### config.mk
export PLATFORM = sky130hd
export DESIGN_NAME = gpio_in_irq
export DESIGN_NICKNAME = d
export VERILOG_FILES = /design/src/rtl/gpio_in_irq.sv
export SDC_FILE = /design/constraint.sdc
export NUM_CORES = 1
export LEC_CHECK = 0
export CAP_MARGIN = 0
export CORE_MARGIN = 1
export CORE_UTILIZATION = 55
export DETAILED_ROUTE_END_ITERATION = 16
export DONT_BUFFER_PORTS = 1
export GPL_ROUTABILITY_DRIVEN = 0
export GPL_TIMING_DRIVEN = 0
export PLACE_DENSITY_LB_ADDON = 0.25
export SYNTH_ARGS = -nofsm -noshare
export SYNTH_HDL_FRONTEND = slang
export SYNTH_SLANG_ARGS = --single-unit
### constraint.sdc
create_clock -name sys_clk -period 2 [get_ports sys_clk]
set_clock_uncertainty 0.2 [all_clocks]
set_input_delay 0.4 -clock sys_clk [delete_from_list [all_inputs] [get_ports sys_clk]]
set_output_delay 0.4 -clock sys_clk [all_outputs]
set_load 0.05 [all_outputs]
### src/rtl/gpio_in_irq.sv
`default_nettype none
// ============================================================================
// Module   : gpio_in_irq
// Brief    : Per-bit glitch filter, edge capture into W1C status, masked IRQ.
// Revision : 1.0
// ============================================================================
module gpio_in_irq #(
    parameter int WIDTH = 32,
    parameter int DIV   = 4
) (
    input  logic             sys_clk,
    input  logic             sys_rst,
    input  logic [WIDTH-1:0] aux_i,
    input  logic             cfg_en,
    input  logic [WIDTH-1:0] irq_rise_en,
    input  logic [WIDTH-1:0] irq_fall_en,
    input  logic [WIDTH-1:0] irq_mask,
    input  logic [WIDTH-1:0] irq_clr,
    output logic [WIDTH-1:0] aux_filt,
    output logic [WIDTH-1:0] irq_status,
    output logic             irq
);

    localparam int             c_cnt_w    = (DIV <= 1) ? 1 : $clog2(DIV);
    localparam logic [c_cnt_w-1:0] c_cnt_last = c_cnt_w'(DIV - 1);

    logic [c_cnt_w-1:0] r_cnt;
    logic [WIDTH-1:0]   r_s0;
    logic [WIDTH-1:0]   r_s1;
    logic [WIDTH-1:0]   r_filt;
    logic [WIDTH-1:0]   r_filt_d;
    logic [WIDTH-1:0]   r_status;
    logic               r_irq;

    logic               w_tick;
    logic [WIDTH-1:0]   w_agree;
    logic [WIDTH-1:0]   w_rise;
    logic [WIDTH-1:0]   w_fall;
    logic [WIDTH-1:0]   w_set;

    assign w_tick  = cfg_en && (r_cnt == c_cnt_last);
    // A bit qualifies only when the live input matches both stored tick samples.
    assign w_agree = ~(aux_i ^ r_s0) & ~(r_s0 ^ r_s1);
    assign w_rise  = r_filt & ~r_filt_d;
    assign w_fall  = ~r_filt & r_filt_d;
    assign w_set   = {WIDTH{cfg_en}} & ((w_rise & irq_rise_en) | (w_fall & irq_fall_en));

    always_ff @(posedge sys_clk) begin
        if (sys_rst) begin
            r_cnt <= '0;
        end else if (!cfg_en || w_tick) begin
            r_cnt <= '0;
        end else begin
            r_cnt <= r_cnt + c_cnt_w'(1);
        end
    end

    always_ff @(posedge sys_clk) begin
        if (sys_rst) begin
            r_s0   <= '0;
            r_s1   <= '0;
            r_filt <= '0;
        end else if (w_tick) begin
            r_s0   <= aux_i;
            r_s1   <= r_s0;
            r_filt <= (w_agree & aux_i) | (~w_agree & r_filt);
        end
    end

    // Set is OR-ed after the clear so a coincident set wins.
    always_ff @(posedge sys_clk) begin
        if (sys_rst) begin
            r_filt_d <= '0;
            r_status <= '0;
            r_irq    <= 1'b0;
        end else begin
            r_filt_d <= r_filt;
            r_status <= (r_status & ~irq_clr) | w_set;
            r_irq    <= |(r_status & irq_mask);
        end
    end

    assign aux_filt   = r_filt;
    assign irq_status = r_status;
    assign irq        = r_irq;

endmodule
`default_nettype wire

==> run summary <==
Max clock buf depth: 2
Reg clk slew, reported paths: 60 ps
Pleak: 3.20 nW
initial antenna violation count: 1
crit path max fanout: 3
post-DP HPWL: 14200 microns
outcome: finished, violations left
r2r worst-path depth: 3
CTS Buf Count: 17
R2R Path Start: irq_status[15]
Setup crit start kind: flip-flop
Initial Util: 57.2%
failing checks: design-rule violations
Psw: 1.41 mW
Worst Setup EP: irq
Critical Path AT: 2050 ps
Routed WL: 21000 microns
RSZ-0062 raised after global routing: false
flop-to-flop setup slack: 60 ps
Syn Area/Cell: 8.88 sq um
setup tns final: 0 ps
vias in the first global route: 6192
Rel. slew slack: 49.3%
M1 WL: 8000 microns
worst hold path cell count: 2
worst-margin pin slew: 759 ps
Yosys Warn Count: 0
residual DRC count: 20
Detail Route met3 WL: 2050 microns
post-placement cell count: 891
register bit count reported by yosys: 163
Worst-Skew Late Latency: 430 ps
Clock power frac: 48.9%
DIE WIDTH: 112 microns
Die Height: 112 microns
highest clock rate: 515 MHz
sw frac: 20.5%
input/output buffers: 0
I/O pin count: 228
total number of vias: 6246
Synth Cell Area: 6640 sq um
share of cells above drive strength 1: 6.99%
Sink Count: 163
Initial DRC Count: 437
CP endpoint kind: flip-flop
first-pass GRT wire length: 32100 microns
Finished Layout Cells: 988
Max VDD drop: 783 uV
CTS tree: yes
crit path time final: 1940 ps
Seq/Total Area, Yosys: 49.1%
Finish-stage setup viols: 0
grt total ovfl: 0
internal power component: 5.46 mW
Final period util: 97.1%
fill count: 886
sequential share of power: 47.4%
Hold Vio Cnt, Final: 0
Comb pwr share: 3.7%
Overall Power: 6.87 mW
uppermost layer routed: met4
max-capacitance violation count: 0
syn_nets: 912
largest net degree at the start of global routing: 17
CTS Hold Bufs: 64
total track usage: 33.5%
# Post-CTS Setup Buffers: 0
root buffer cell: clkbuf_16
Pre-Repair DR Iteration Count: 11
core area: 11600 sq um
via/cell ratio: 6.32
Worst Setup SP: irq_status[15]
crit path kind: reg -> reg
Core Rows: 39
Final Core Density: 69.5%
hold crit path type: in -> reg
fin nets: 995
die area: 12500 sq um
post-CTS resize count: 0
Area Overhead vs Synth: 21.6%
H-tree levels: 4
Post-DRT Antenna Nets: 0
worst endpoint required time: 2110 ps
WL met2: 10400 microns
PwrDens: 850 nW/um^2
count of unique library cells instantiated by Yosys: 23
multi-input combinational cell area: 3120 sq um
Slew Limit Fails: 0
post-DR wirelength/cell: 21.3 microns
reg2reg end: irq
synthesized instance count: 748
Reg area: 3260 sq um
## kinds of logic after synthesis
logic type	count (synthesis)	share of synthesized area [%]
buf+inv	47	3.82
simple gates	296	24.4
fa+ha+maj	1	0.188
flops	163	49.1
compound gates	241	22.5
## per-layer routing
layer / up-vias / track usage [%]
met5: - / 0
met4: 0 / 15.0
li1: 2841 / -
met2: 357 / 58.1
met3: 54 / 10.1
met1: 2994 / 37.9
## per-stage QoR
stage	hold WS, ps	area (sq um)	setup slack (ps)
CTS	1.29	8070	84.7
floorplan	207	6640	481
finish	10.5	8080	58.4
detailed placement	225	6820	83.8
global placement	214	6820	99.6
global route	32.1	8080	20.6
## critical path, cell delays in order, from the launching register on
cell and delay, ps:
dfxtp_1 500, a22oi_1 440, nand4_1 230, o41a_1 450
## worst min path at each step
stage / start / to / slack [ps]
after floorplan: r_cnt[0] / r_cnt[0] / 210
after global placement: r_cnt[0] / r_cnt[0] / 210
after detailed placement: r_cnt[0] / r_cnt[0] / 220
after CTS: aux_i[8] / flip-flop / 1
after global routing: aux_i[8] / flip-flop / 30
final: aux_i[8] / flip-flop / 10
## cells in the final DEF, fill, tap and decap left out, drive strengths merged
cell type	instances
a21oi	128
a22oi	16
a41o	32
and2	1
and3b	64
buf	31
bufinv	3
clkbuf	38
clkinv	5
clkinvlp	1
dfxtp	163
diode	1
dlygate4sd3	64
ha	1
inv	1
nand2	161
nand2b	32
nand4	4
nor2b	32
nor4b	1
nor4bb	1
o21ai	32
o31ai	32
o41a	1
## synth_stat cells (all sizes together)
cell type | n | area, sq um
nor4bb | 1 | 10.0
a21oi | 128 | 641
nand2 | 161 | 607
o21ai | 32 | 160
clkbuf | 15 | 56.3
nor2b | 32 | 200
and3b | 64 | 561
ha | 1 | 12.5
a41o | 32 | 320
a22oi | 16 | 120
inv | 1 | 3.75
nand2b | 32 | 200
nor4b | 1 | 8.76
o41a | 1 | 11.3
nand4 | 4 | 25.0
o31ai | 32 | 240
buf | 31 | 194
dfxtp | 163 | 3260
and2 | 1 | 6.26
## layout make-up
cell class / instances / share of cell area [%]
Antenna cell: 1 / 0.0310
Buffer: 46 / 3.10
Clock buffer: 23 / 6.04
Clock inverter: 9 / 1.56
Inverter: 1 / 0.0465
Multi-Input combinational cell: 538 / 38.7
Sequential cell: 163 / 40.4
Tap cell: 143 / 2.22
Timing Repair Buffer: 64 / 7.93
## power by group through the flow
stage	Sequential, mW	Combinational [mW]	Clock [mW]
after floorplan	3.32	0.0908	0
after global placement	3.33	0.138	0
after detailed placement	3.33	0.139	0
after CTS	3.25	0.248	3.37
after global routing	3.25	0.267	3.49
final	3.25	0.252	3.36
Power figures use the tool's default switching activity.
